===== src/rtl/pacman_bus_pkg.sv =====
// Shared types and address map for the Pac-Man CPU bus responder.
// Holds the FSM and region enums plus the decode helper used by the top.
package pacman_bus_pkg;

    typedef enum logic [1:0] {
        ST_IDLE,
        ST_MEM_WAIT,
        ST_DONE
    } state_t;

    typedef enum logic [2:0] {
        RGN_ROM,
        RGN_RAM,
        RGN_REG,
        RGN_IO,
        RGN_UNMAPPED
    } region_t;

    localparam logic [15:0] ROM_END     = 16'h3FFF;
    localparam logic [15:0] RAM_BASE    = 16'h4000;
    localparam logic [15:0] RAM_END     = 16'h4FFF;
    localparam logic [15:0] REG_BASE    = 16'h5000;
    localparam logic [15:0] REG_END     = 16'h50FF;
    localparam logic [15:0] IN0_ADDR    = 16'h5000;
    localparam logic [15:0] IN1_ADDR    = 16'h5040;
    localparam logic [15:0] IRQ_EN_ADDR = 16'h5000;
    localparam logic [7:0]  VEC_PORT    = 8'h00;
    localparam logic [7:0]  OPEN_BUS    = 8'hFF;

    function automatic region_t decode_region(input logic iorq, input logic [15:0] addr);
        if (iorq)
            return RGN_IO;
        else if (addr <= ROM_END)
            return RGN_ROM;
        else if (addr >= RAM_BASE && addr <= RAM_END)
            return RGN_RAM;
        else if (addr >= REG_BASE && addr <= REG_END)
            return RGN_REG;
        else
            return RGN_UNMAPPED;
    endfunction

endpackage


===== src/rtl/pacman_bus_if.sv =====
// CPU-side and memory-side bus signals of the responder.
// The slave modport is the responder's view; master is the CPU/memory side.
interface pacman_bus_if;
    logic        m1_n;
    logic        iorq;
    logic        no_read;
    logic        write;
    logic        rfsh_n;
    logic [15:0] A;
    logic [7:0]  dout;
    logic [6:0]  ts;
    logic [7:0]  di;
    logic        wait_n;
    logic        int_n;
    logic        mem_req;
    logic        mem_we;
    logic [14:0] mem_addr;
    logic [7:0]  mem_wdata;
    logic [7:0]  mem_rdata;
    logic        mem_ack;

    modport slave (
        input  m1_n, iorq, no_read, write, rfsh_n, A, dout, ts, mem_rdata, mem_ack,
        output di, wait_n, int_n, mem_req, mem_we, mem_addr, mem_wdata
    );

    modport master (
        output m1_n, iorq, no_read, write, rfsh_n, A, dout, ts, mem_rdata, mem_ack,
        input  di, wait_n, int_n, mem_req, mem_we, mem_addr, mem_wdata
    );
endinterface


===== src/rtl/pacman_irq_ctrl.sv =====
// VBLANK interrupt controller: enable bit, pending flag, IM2 vector latch.
// A vblank rise coinciding with an acknowledge wins, so the new interrupt is kept.
module pacman_irq_ctrl (
    input  logic       clk,
    input  logic       reset_n,
    input  logic       vblank,
    input  logic       en_wr,
    input  logic       en_val,
    input  logic       vec_wr,
    input  logic [7:0] vec_val,
    input  logic       ack,
    output logic [7:0] vector,
    output logic       int_n
);
    logic       vblank_reg;
    logic       irq_en_reg;
    logic       pending_reg;
    logic       pending_next;
    logic [7:0] vector_reg;
    logic       vblank_rise;

    assign vblank_rise = vblank && !vblank_reg;

    always_comb begin
        pending_next = pending_reg;
        if (ack)
            pending_next = 1'b0;
        if (vblank_rise && irq_en_reg)
            pending_next = 1'b1;
        // disabling interrupts also drops whatever is already pending
        if (en_wr && !en_val)
            pending_next = 1'b0;
    end

    always_ff @(posedge clk or negedge reset_n) begin
        if (!reset_n) begin
            vblank_reg  <= 1'b0;
            irq_en_reg  <= 1'b0;
            pending_reg <= 1'b0;
            vector_reg  <= 8'h00;
        end else begin
            vblank_reg  <= vblank;
            pending_reg <= pending_next;
            if (en_wr)
                irq_en_reg <= en_val;
            if (vec_wr)
                vector_reg <= vec_val;
        end
    end

    assign vector = vector_reg;
    assign int_n  = !pending_reg;
endmodule


===== src/rtl/pacman_bus_responder.sv =====
// Z80 bus responder: decodes each T2 access, runs ROM/RAM through a wait-state
// memory handshake and serves registers, IO and interrupt acknowledge zero-wait.
module pacman_bus_responder
    import pacman_bus_pkg::*;
(
    input  logic        clk,
    input  logic        reset_n,
    pacman_bus_if.slave bus,
    input  logic        vblank,
    input  logic [7:0]  in0,
    input  logic [7:0]  in1
);
    state_t      state_reg;
    state_t      state_next;
    region_t     region;
    logic        start;
    logic        is_wr;
    logic        is_rd;
    logic        is_ack;
    logic        mem_start;
    logic        zw_start;
    logic        irq_en_wr;
    logic        vec_wr;
    logic [7:0]  zw_data;
    logic [7:0]  vector;
    logic [7:0]  di_reg;
    logic [7:0]  mem_wdata_reg;
    logic [14:0] mem_addr_reg;
    logic        mem_req_reg;
    logic        mem_we_reg;
    logic        unused_ts;

    assign unused_ts = ^{bus.ts[6:2], bus.ts[0]};
    assign region    = decode_region(bus.iorq, bus.A);
    assign start     = bus.ts[1] && bus.rfsh_n && (state_reg == ST_IDLE);
    assign is_wr     = bus.write;
    assign is_rd     = !bus.write && !bus.no_read;
    assign is_ack    = start && !bus.m1_n && bus.iorq;
    // ROM writes are deliberately absent here: they finish zero-wait and never reach memory
    assign mem_start = start && ((region == RGN_ROM && is_rd) ||
                                 (region == RGN_RAM && (is_rd || is_wr)));
    assign zw_start  = start && !is_ack && !mem_start && (is_rd || is_wr);
    assign irq_en_wr = zw_start && is_wr && region == RGN_REG && bus.A == IRQ_EN_ADDR;
    assign vec_wr    = zw_start && is_wr && region == RGN_IO && bus.A[7:0] == VEC_PORT;

    always_comb begin
        zw_data = OPEN_BUS;
        if (region == RGN_REG) begin
            if (bus.A == IN0_ADDR)
                zw_data = in0;
            else if (bus.A == IN1_ADDR)
                zw_data = in1;
        end
    end

    always_ff @(posedge clk or negedge reset_n) begin
        if (!reset_n)
            state_reg <= ST_IDLE;
        else
            state_reg <= state_next;
    end

    always_comb begin
        state_next = state_reg;
        case (state_reg)
            ST_IDLE: begin
                if (mem_start)
                    state_next = ST_MEM_WAIT;
                else if (is_ack || zw_start)
                    state_next = ST_DONE;
            end
            ST_MEM_WAIT: begin
                if (bus.mem_ack)
                    state_next = ST_DONE;
            end
            ST_DONE: begin
                if (!bus.ts[1])
                    state_next = ST_IDLE;
            end
            default: state_next = ST_IDLE;
        endcase
    end

    always_ff @(posedge clk or negedge reset_n) begin
        if (!reset_n) begin
            di_reg        <= OPEN_BUS;
            mem_req_reg   <= 1'b0;
            mem_we_reg    <= 1'b0;
            mem_addr_reg  <= '0;
            mem_wdata_reg <= '0;
        end else begin
            if (mem_start) begin
                mem_req_reg   <= 1'b1;
                mem_we_reg    <= is_wr;
                mem_addr_reg  <= bus.A[14:0];
                mem_wdata_reg <= bus.dout;
            end else if (state_reg == ST_MEM_WAIT && bus.mem_ack) begin
                mem_req_reg <= 1'b0;
                if (!mem_we_reg)
                    di_reg <= bus.mem_rdata;
            end
            if (is_ack)
                di_reg <= vector;
            else if (zw_start && is_rd)
                di_reg <= zw_data;
        end
    end

    pacman_irq_ctrl u_irq (
        .clk     (clk),
        .reset_n (reset_n),
        .vblank  (vblank),
        .en_wr   (irq_en_wr),
        .en_val  (bus.dout[0]),
        .vec_wr  (vec_wr),
        .vec_val (bus.dout),
        .ack     (is_ack),
        .vector  (vector),
        .int_n   (bus.int_n)
    );

    // gated by reset_n so a held start cycle cannot stall the CPU during reset
    assign bus.wait_n    = !(reset_n && (mem_start || state_reg == ST_MEM_WAIT));
    assign bus.di        = di_reg;
    assign bus.mem_req   = mem_req_reg;
    assign bus.mem_we    = mem_we_reg;
    assign bus.mem_addr  = mem_addr_reg;
    assign bus.mem_wdata = mem_wdata_reg;
endmodule


===== src/flat_wrapper.sv =====
// flat-port wrapper written by rule: the top's interface ports become plain ports
module pacman_bus_responder_flat import pacman_bus_pkg::*;
  (clk, reset_n, vblank, in0, in1, bus_m1_n, bus_iorq, bus_no_read, bus_write, bus_rfsh_n, bus_A, bus_dout, bus_ts, bus_mem_rdata, bus_mem_ack, bus_di, bus_wait_n, bus_int_n, bus_mem_req, bus_mem_we, bus_mem_addr, bus_mem_wdata);
  pacman_bus_if bus_i ();
  input  logic clk;
  input  logic reset_n;
  input  logic vblank;
  input  logic [7:0] in0;
  input  logic [7:0] in1;
  input wire logic [$bits(bus_i.m1_n)-1:0] bus_m1_n;
  input wire logic [$bits(bus_i.iorq)-1:0] bus_iorq;
  input wire logic [$bits(bus_i.no_read)-1:0] bus_no_read;
  input wire logic [$bits(bus_i.write)-1:0] bus_write;
  input wire logic [$bits(bus_i.rfsh_n)-1:0] bus_rfsh_n;
  input wire logic [$bits(bus_i.A)-1:0] bus_A;
  input wire logic [$bits(bus_i.dout)-1:0] bus_dout;
  input wire logic [$bits(bus_i.ts)-1:0] bus_ts;
  input wire logic [$bits(bus_i.mem_rdata)-1:0] bus_mem_rdata;
  input wire logic [$bits(bus_i.mem_ack)-1:0] bus_mem_ack;
  output wire logic [$bits(bus_i.di)-1:0] bus_di;
  output wire logic [$bits(bus_i.wait_n)-1:0] bus_wait_n;
  output wire logic [$bits(bus_i.int_n)-1:0] bus_int_n;
  output wire logic [$bits(bus_i.mem_req)-1:0] bus_mem_req;
  output wire logic [$bits(bus_i.mem_we)-1:0] bus_mem_we;
  output wire logic [$bits(bus_i.mem_addr)-1:0] bus_mem_addr;
  output wire logic [$bits(bus_i.mem_wdata)-1:0] bus_mem_wdata;
  assign bus_i.m1_n = bus_m1_n;
  assign bus_i.iorq = bus_iorq;
  assign bus_i.no_read = bus_no_read;
  assign bus_i.write = bus_write;
  assign bus_i.rfsh_n = bus_rfsh_n;
  assign bus_i.A = bus_A;
  assign bus_i.dout = bus_dout;
  assign bus_i.ts = bus_ts;
  assign bus_i.mem_rdata = bus_mem_rdata;
  assign bus_i.mem_ack = bus_mem_ack;
  assign bus_di = bus_i.di;
  assign bus_wait_n = bus_i.wait_n;
  assign bus_int_n = bus_i.int_n;
  assign bus_mem_req = bus_i.mem_req;
  assign bus_mem_we = bus_i.mem_we;
  assign bus_mem_addr = bus_i.mem_addr;
  assign bus_mem_wdata = bus_i.mem_wdata;
  pacman_bus_responder u_core (.clk(clk), .reset_n(reset_n), .bus(bus_i), .vblank(vblank), .in0(in0), .in1(in1));
endmodule

===== config.mk =====
export PLATFORM = sky130hd
export DESIGN_NAME = pacman_bus_responder_flat
export DESIGN_NICKNAME = d
export VERILOG_FILES = /design/src/rtl/pacman_bus_pkg.sv /design/src/rtl/pacman_bus_if.sv /design/src/rtl/pacman_irq_ctrl.sv /design/src/rtl/pacman_bus_responder.sv /design/src/flat_wrapper.sv
export SDC_FILE = /design/constraint.sdc
export NUM_CORES = 1
export LEC_CHECK = 0
export CAP_MARGIN = 40
export CORE_UTILIZATION = 25
export CTS_BUF_LIST = sky130_fd_sc_hd__clkbuf_16
export DETAILED_ROUTE_END_ITERATION = 10
export GPL_TIMING_DRIVEN = 0
export PLACE_DENSITY = 0.53
export SLEW_MARGIN = 5
export SYNTH_ARGS = -nofsm -noshare
export SYNTH_HDL_FRONTEND = slang
export SYNTH_SLANG_ARGS = --single-unit

===== constraint.sdc =====
create_clock -name clk -period 1.83 [get_ports clk]
set_input_delay 0.366 -clock clk [delete_from_list [all_inputs] [get_ports clk]]
set_output_delay 0.366 -clock clk [all_outputs]
set_load 0.02 [all_outputs]

## After elaboration in Yosys (flattened, before gate mapping)

Index checks and enable logic that the tools add are counted.
W data, S select, Z words.

- Bits in registers: 46
- Output and inout port bits: 35
- Word-level logic and storage cells: 94

- $lt $le $gt $ge: 5
- Equality and inequality tests: 12
- Muxes and demuxes: 22
- Reductions and logical operators: 45

Operators with widths:

| operator | number |
|---|---|
| $mux W8 | 8 |
| $eq A16 B15 Y1 const B | 2 |
| $ge A16 B15 Y1 const B | 2 |
| $le A16 B15 Y1 const B | 2 |
| $logic_and A1 B1 Y1 | 24 |
| $le A16 B14 Y1 const B | 1 |
| $mux W3 | 4 |
| $logic_not A1 Y1 | 9 |
| $ne A3 B2 Y1 const B | 3 |
| $logic_not A8 Y1 | 1 |
| $mux W2 | 4 |
| $eq A3 B2 Y1 const B | 2 |
| $pmux W2 S3 | 1 |
| $reduce_and A3 Y1 | 2 |
| $reduce_bool A3 Y1 | 2 |
| $mux W1 | 5 |
| $logic_or A1 B1 Y1 | 4 |
| $ne A2 B2 Y1 const B | 2 |
| $eq A3 B1 Y1 const B | 1 |
| $logic_not A3 Y1 | 1 |
| $eq A2 B1 Y1 const B | 1 |
| $eq A2 B2 Y1 const B | 1 |
| $logic_not A2 Y1 | 1 |
| $reduce_bool A2 Y1 | 1 |

## Logic depth before layout (Yosys ltp)

Gate-level depths: netlist of run 1.

- Depth in word-level cells: 18
- Gate-level depth with buffers: 6
- Gate-level depth less buffers: 5

## Modules after synthesis

Synthesis of run 1 repeated with hierarchy kept, for this count alone.

- Cell total of the unflattened synthesis: 189
- Area total of the unflattened synthesis: 2,321.0 um^2

Modules (own cells, without submodules):

| module | instances | cells each | area an instance (um^2) | seq. area each (um^2) |
|---|---|---|---|---|
| pacman_bus_responder | 1 | 163 | 1,874.3 | 885.8 |
| pacman_irq_ctrl | 1 | 26 | 446.7 | 275.3 |

## Worst setup path after synthesis of run 1

No wires, ideal clock.

- Path kind: in2out
- From: input port bus_A[14]
- To: output port bus_wait_n
- Arrival time: 1.716 ns
- Required time: 1.464 ns
- Setup slack: -0.252 ns
- Stages on the path: 6
- Cells stage by stage: nand2b_1 > and3_1 > nand3_1 > buf_2 > inv_1 > o21ai_0

- Longest elaborated chain between the ends: 13
- Elaborated cells on any way between the ends: 20
- Classes of those cells: order compare: 5; eq/ne: 1; mux: 4; reduce/logical: 10

RTL lines:

| item | RTL line | RTL |
|---|---|---|
| start: declaration | flat_wrapper.sv:15 | `input wire logic [$bits(bus_i.A)-1:0] bus_A;` |
| $ge A16 B15 Y1 / $le A16 B15 Y1 (equally long branches) | pacman_bus_pkg.sv:37 | `else if (addr >= REG_BASE && addr <= REG_END)` |
| $logic_and A1 B1 Y1 | pacman_bus_pkg.sv:37 |  |
| $mux W3 | pacman_bus_pkg.sv:37 |  |
| $mux W3 | pacman_bus_pkg.sv:35 | `else if (addr >= RAM_BASE && addr <= RAM_END)` |
| $mux W3 (*) | pacman_bus_pkg.sv:33 | `else if (addr <= ROM_END)` |
| $mux W3 (*) | pacman_bus_pkg.sv:31 | `if (iorq)` |
| $eq A3 B1 Y1 / $logic_not A3 Y1 (equally long branches) | pacman_bus_responder.sv:41, pacman_bus_responder.sv:40 |  |
| $logic_and A1 B1 Y1, on equally long branches | pacman_bus_responder.sv:41, pacman_bus_responder.sv:40 |  |
| $logic_or A1 B1 Y1 (*) | pacman_bus_responder.sv:40 | `assign mem_start = start && ((region == RGN_ROM && is_rd) \|\|` |
| $logic_and A1 B1 Y1 (*) | pacman_bus_responder.sv:40 |  |
| $logic_or A1 B1 Y1 (*) | pacman_bus_responder.sv:123 | `assign bus.wait_n = !(reset_n && (mem_start \|\| state_reg == ST_MEM_WAIT));` |
| $logic_and A1 B1 Y1 (*) | pacman_bus_responder.sv:123 |  |
| $logic_not A1 Y1 (*) | pacman_bus_responder.sv:123 |  |
| end: declaration | flat_wrapper.sv:21 | `output wire logic [$bits(bus_i.wait_n)-1:0] bus_wait_n;` |

Every way passes the cells marked *; elsewhere a longest branch is shown, timed or not.

## Final worst setup path of run 1

- From: register u_core.state_reg[1]
- To: output port bus_wait_n

- Longest elaborated chain between the ends: 6
- Elaborated cells on any way between the ends: 7
- Classes of those cells: eq/ne: 1; reduce/logical: 6

RTL lines:

| item | RTL line | RTL |
|---|---|---|
| start: declaration | pacman_bus_responder.sv:13 | `state_t state_reg;` |
| start signal: assignment | pacman_bus_responder.sv:60 | `state_reg <= state_next;` |
| $logic_not A2 Y1 | pacman_bus_responder.sv:35 | `assign start = bus.ts[1] && bus.rfsh_n && (state_reg == ST_IDLE);` |
| $logic_and A1 B1 Y1 | pacman_bus_responder.sv:35 |  |
| $logic_and A1 B1 Y1 | pacman_bus_responder.sv:40 |  |
| $logic_or A1 B1 Y1 (*) | pacman_bus_responder.sv:123 |  |
| $logic_and A1 B1 Y1 (*) | pacman_bus_responder.sv:123 |  |
| $logic_not A1 Y1 (*) | pacman_bus_responder.sv:123 |  |

Marked as above.

==> results of run 1 <==
per-layer routing:
metal  routed length (µm)  vias up  global-route usage, %
li1                     -      854                      -
met1                 2560      867                   17.8
met2                 3070       41                   24.5
met3                  325        7                   3.56
met4                   55        0                   4.49
met5                    0        -                      0
cell type report:
type | instances | area [µm²] | area share, %
well taps | 105 | 131 | 3.76
flip-flops and latches | 46 | 1160 | 33.2
multi-input cells | 120 | 983 | 28.2
clock inverters | 3 | 11.3 | 0.322
clock buffers | 5 | 125 | 3.58
plain buffers | 3 | 30.0 | 0.860
repair buffers | 107 | 1040 | 29.8
inverters | 2 | 10.0 | 0.287
critical path: cells and delay by family (launching register included):
kind | cells | cell delay, ns
flops | 1 | 0.38
simple gates | 2 | 0.49
buf+inv | 3 | 0.32
compound gates | 1 | 0.05
cell families after synthesis:
family                 after synthesis  share of synthesized area (%)
DFF                                 46                           55.1
muxes                               41                           21.6
AOI/OAI and AO/OA                   35                           10.2
and+or+nand+nor                     44                           11.5
buffers and inverters                7                           1.55
through the flow:
step / power [mW] / area [µm²]
2_1_floorplan: 2.31 / 2120
3_3_place_gp: 3.15 / 3160
3_5_place_dp: 3.18 / 3180
4_1_cts: 4.08 / 3470
5_1_grt: 4.23 / 3490
6_report: 4.01 / 3490
cell usage after synthesis, drive strengths merged:
| library cell | number | area share (%) |
|---|---|---|
| nor4b | 1 | 0.42 |
| mux2 | 33 | 18 |
| and4 | 1 | 0.42 |
| dfstp | 8 | 10 |
| o21ai | 12 | 2.9 |
| nor4 | 1 | 0.59 |
| nor2b | 2 | 0.59 |
| and2 | 1 | 0.30 |
| o22a | 8 | 3.3 |
| nand4b | 2 | 0.83 |
| and4bb | 1 | 0.59 |
| dfrtp | 38 | 45 |
| nand2 | 13 | 2.4 |
| mux2i | 8 | 3.8 |
| o21a | 1 | 0.36 |
| a221oi | 1 | 0.42 |
| inv | 2 | 0.36 |
| o22ai | 1 | 0.30 |
| a21oi | 11 | 2.6 |
| o21bai | 1 | 0.36 |
| and3 | 1 | 0.30 |
| buf | 3 | 0.83 |
| nor3b | 1 | 0.36 |
| nand2b | 5 | 1.5 |
| nor2 | 11 | 2.0 |
| nand3b | 1 | 0.36 |
| clkbuf | 2 | 0.36 |
| or4 | 1 | 0.36 |
| nand3 | 2 | 0.48 |
cell usage in the layout, fill, tap and decap left out, drive strengths merged, types with 11 or more instances in the layout:
master / n
clkdlybuf4s50: 74
dfrtp: 38
mux2: 33
buf: 23
nand2: 13
o21ai: 12
a21oi: 11
nor2: 11
worst max-delay path by stage:
| stage | from | end | slack, ns |
|---|---|---|---|
| floorplan | bus_A[2] | u_core.u_irq.irq_en_reg | -0.02 |
| global placement | reset_n | bus_wait_n | -1.74 |
| detailed placement | bus_A[14] | bus_wait_n | -1.45 |
| CTS | u_core.state_reg[0] | bus_wait_n | -0.06 |
| global route | u_core.state_reg[1] | bus_wait_n | -0.14 |
| finish | u_core.state_reg[1] | bus_wait_n | -0.06 |
where the power goes:
group / switching (mW) / internal (mW) / leakage, nW
clock: 0.359 / 0.492 / 0.0776
sequential: 0.153 / 1.40 / 0.582
combinational: 0.724 / 0.889 / 0.900
total: 1.24 / 2.78 / 1.56
repair_timing:
action / CTS / global route
buffers inserted: 12 / 3
pin swaps: 15 / 4
gates resized for setup: 48 / 3
endpoints found under the setup margin: 46 / 18
==> results.yml, run 1 <==
run:
  drv_cap: 0
sta:
  hold_slack_ns: 0.0462
  clock_skew_ns: 0.00424
  setup_tns_ns: -0.0624
  worst_pin_slew_ns: 0.670
  fmax_ghz: 0.528
  finalCritPeriodShare_pct: 103
  rsz0062_at_grt: "true"
  fin_crit_ns: 1.89
  final_hold_viol_count: 0
  maxSlewViolCount: 0
  slew_headroom_pct: 55.4
  setup_ws_ns: -0.0624
  finalSetupViolations: 1
grt:
  grt_overflow: 0
  track_usage_pct: 14.4
  grt_first_pass_wirelength_um: 9520
  grt_pass1_vias: 1815
  grt_max_degree: 28
  grt_antenna_before_repair: 0
die:
  die_h_um: 93.8
  coreArea_um2: 8180
  die-area_um2: 8790
  rows: 33
  start_util_pct: 25.8
  ioPinCount: 99
  die_x_um: 93.8
synth:
  ys_warn_count: 0
  synthDistinctLibCells: 32
  synth_fp_nets: 237
  synthesis.area_um2: 2110
  syn_inst: 173
  syn_area_per_cell_um2: 12.2
  ys_ff_latch: 46
  ys_seq_area_share_pct: 55.1
setup_path:
  crit_type: "reg2out"
  crit_fanout: 6
  rr_worst_depth: 5
  reg2reg_from: "u_core.state_reg[1]"
  r2r_end: "u_core.u_irq.vector[7]"
  max_stage_delay_ns: 0.39
  start_kind: "flop"
  worstPathCellList: "and4bb_4 > nand3_4 > buf_8 > inv_4 > o21ai_2 > buf_6"
  worstPathArrival_ns: 1.53
  rrSetupSlack_ns: 0.10
  required_ns: 1.46
  end_kind: "primary output"
  crit_slowest_cell: "and4bb_4"
drt:
  dr.pass1.iters: 4
  vias: 1769
  wirelength_um: 6010
  drt_iter0_markers: 45
  routedWlPerCell_um: 15.4
  via_per_inst: 4.52
  ant_nets: 0
  drcViolationCount: 0
cts:
  cts_buffers: 5
  clk_latency_ns: 0.28
  clk_path_buf_depth: 2
  htree_levels: 2
  ctsHoldBuffers: 0
  clock_sinks: 46
  cts_tree: "built"
  path_clk_slew_ns: 0.06
  cts_root_buf: "clkbuf_16"
cells_and_area:
  n_fill_cell: 797
  layout.cells.non_filler: 391
  syn2layout_area_growth_pct: 65.9
  diodes: 0
  largest_reg_flops: 15
  final_layout_size_suffix_gt1_share_pct: 29.0
  nets: 349
  finish.utilization_pct: 42.7
placed_design:
  gp_congestion: 0.652
  portBuffers: 91
  post-place-cells: 370
  place_hpwl_um: 4370
  pre_cts_ws_ns: -1.45
power:
  p_per_area_nw_per_um2: 1150
  vdd_drop_max_uv: 395
  p_leak_nw: 1.56
min_path:
  hp-class: "in2async"
run_status:
  violations: "negative setup slack"
  status: "finished with violations"
Power figures use the tool's default switching activity.
==> run 2, diff against run 1 <==
- SKIP_LAST_GASP: default -> 1
==> results of run 2 <==
No change in the layout: final DEF, timing and power equal those of run 1.
==> run 3, diff against run 2 <==
- CAP_MARGIN: 40 -> 5
- CORE_UTILIZATION: 25 -> 41
- PLACE_DENSITY: 0.53 -> 0.8
- SLEW_MARGIN: 5 -> 20
==> run 3 against run 2 <==
  * Clock power decreased by 2%
  * Non-clock buffer count increased by 1
  * Highest routed layer unchanged
  * Cell count decreased by 9.5%
  * Cell area decreased by 1.2%
  * Clock-buffer cell count unchanged
  * Core utilization increased by 29 points
  * Total power increased by 0.23%
  * Register-to-register slack got worse by 0.10 ns
  * The flow still finishes with violations (negative setup slack)
==> results.yml, run 3 (synthesis gave the netlist of run 1 again) <==
run_status:
  status: "finished with violations"
  violations: "negative setup slack"
die:
  start_util_pct: 43.7
  coreArea_um2: 4820
  die_h_um: 73.7
  rows: 25
  die-area_um2: 5430
  ioPinCount: 99
  die_x_um: 73.7
sta:
  setup_ws_ns: -0.00347
  slew_headroom_pct: 49.2
  worst_pin_slew_ns: 0.762
  fin_crit_ns: 1.83
  clock_skew_ns: 0.00500
  maxSlewViolCount: 0
  finalSetupViolations: 1
  fmax_ghz: 0.545
  hold_slack_ns: 0.0136
  rsz0062_at_grt: "true"
  finalCritPeriodShare_pct: 100
  final_hold_viol_count: 0
  setup_tns_ns: -0.00347
setup_path:
  end_kind: "flop"
  crit_type: "reg2reg"
  reg2reg_from: "u_core.state_reg[1]"
  crit_fanout: 8
  crit_start: "u_core.state_reg[1]"
  required_ns: 1.99
  start_kind: "flop"
  worstPathArrival_ns: 2.00
grt:
  track_usage_pct: 21.6
  grt-busiest-layer: "met2"
  met3_usage_pct: 5.49
  grt_pass1_vias: 1749
  grt_overflow: 0
  grt_max_degree: 32
  grtUsageMet2_pct: 35.9
  grt_first_pass_wirelength_um: 8540
  grt_antenna_before_repair: 0
  met1_usage_pct: 26.3
power:
  power_mw: 4.02
  vdd_drop_max_uv: 817
  p_per_area_nw_per_um2: 1170
  p_leak_nw: 1.56
drt:
  ant_nets: 0
  vias: 1807
  routedWlPerCell_um: 16.0
  drt_iter0_markers: 82
  drcViolationCount: 0
  dr.pass1.iters: 4
  via_per_inst: 5.10
  wirelength_um: 5660
placed_design:
  place_hpwl_um: 3940
  gp_congestion: 0.780
  pre_cts_ws_ns: -1.38
  portBuffers: 91
run:
  drv_cap: 0
cts:
  clock_sinks: 46
  cts_root_buf: "clkbuf_16"
  path_clk_slew_ns: 0.06
  htree_levels: 2
  cts_tree: "built"
  clk_latency_ns: 0.28
  clk_path_buf_depth: 2
  cts_buffers: 5
cells_and_area:
  final_cell_mix: "clkdlybuf4s50_1, dfrtp_1, mux2_2"
  n_fill_cell: 365
  final_layout_size_suffix_gt1_share_pct: 29.6
  syn2layout_area_growth_pct: 63.9
  mostFrequentLayoutCell: "clkdlybuf4s50_1"
  largest_reg_flops: 15
  nets: 350
  diodes: 0
min_path:
  hp-class: "in2async"
[run 3: cell types whose count changed in the layout (fill, tap and decap cells not counted), sizes merged]
cell / before / now
buf: 23 / 24
clkinv: 0 / 2
inv: 5 / 3
[run 3: worst paths after layout]
check | endpoint | slack [ns] | cells past startpoint
setup / recovery | u_core.u_irq.vector[6] | -0.003 | 6
hold / removal | u_core.bus.mem_wdata[1] | 0.01 | 1
setup reg to reg | u_core.u_irq.vector[6] | -0.003 | 6
hold reg to reg | u_core.bus.mem_req | 0.47 | 2
max in group asynchronous | u_core.bus.di[2] | 1.24 | 2
min in group clk | u_core.bus.mem_addr[5] | 0.34 | 2
[run 3: layout make-up]
cell class,instances,area [µm²],area share (%)
Sequential cell,46,1160,33.6
Tap cell,67,83.8,2.43
Timing Repair Buffer,108,1050,30.3
Clock inverter,3,12.5,0.363
Inverter,2,10.0,0.290
Multi-Input combinational cell,120,992,28.8
Buffer,3,20.0,0.580
Clock buffer,5,125,3.63
[run 3: where the power goes]
part           leakage [nW]  total (mW)  internal, mW  switching, mW
Sequential            0.582        1.55          1.40          0.157
Clock                0.0724       0.837         0.493          0.344
Combinational         0.904        1.63         0.896          0.735
Total                  1.56        4.02          2.79           1.24
[run 3: stage by stage]
step	utilization (%)	cell area (µm²)	instances
4_1_cts	70.9	3420	352
3_5_place_dp	65.0	3130	332
2_1_floorplan	-	2120	173
3_3_place_gp	64.7	3120	331
5_1_grt	71.6	3450	354
6_report	71.6	3450	354
[run 3: repair_timing]
item / CTS / global route
endpoints found under the hold margin: 0 / 0
setup buffers: 12 / 4
hold buffers: 0 / 0
setup endpoints to repair: 46 / 30
pin swaps: 10 / 5
resized for setup: 45 / 7
[run 3: routing by layer]
metal | wire length, µm | up-vias
met5 | 0 | -
met4 | 142 | 0
met3 | 289 | 14
met2 | 2930 | 64
met1 | 2300 | 875
li1 | - | 854
[run 3: worst max-delay path, cell delays in order (launching register included)]
cell      delay (ns)
dfrtp_1         0.38
and4bb_4        0.38
buf_6           0.11
nand4b_1        0.16
nor2_4          0.18
nand3_4         0.16
mux2_4          0.34
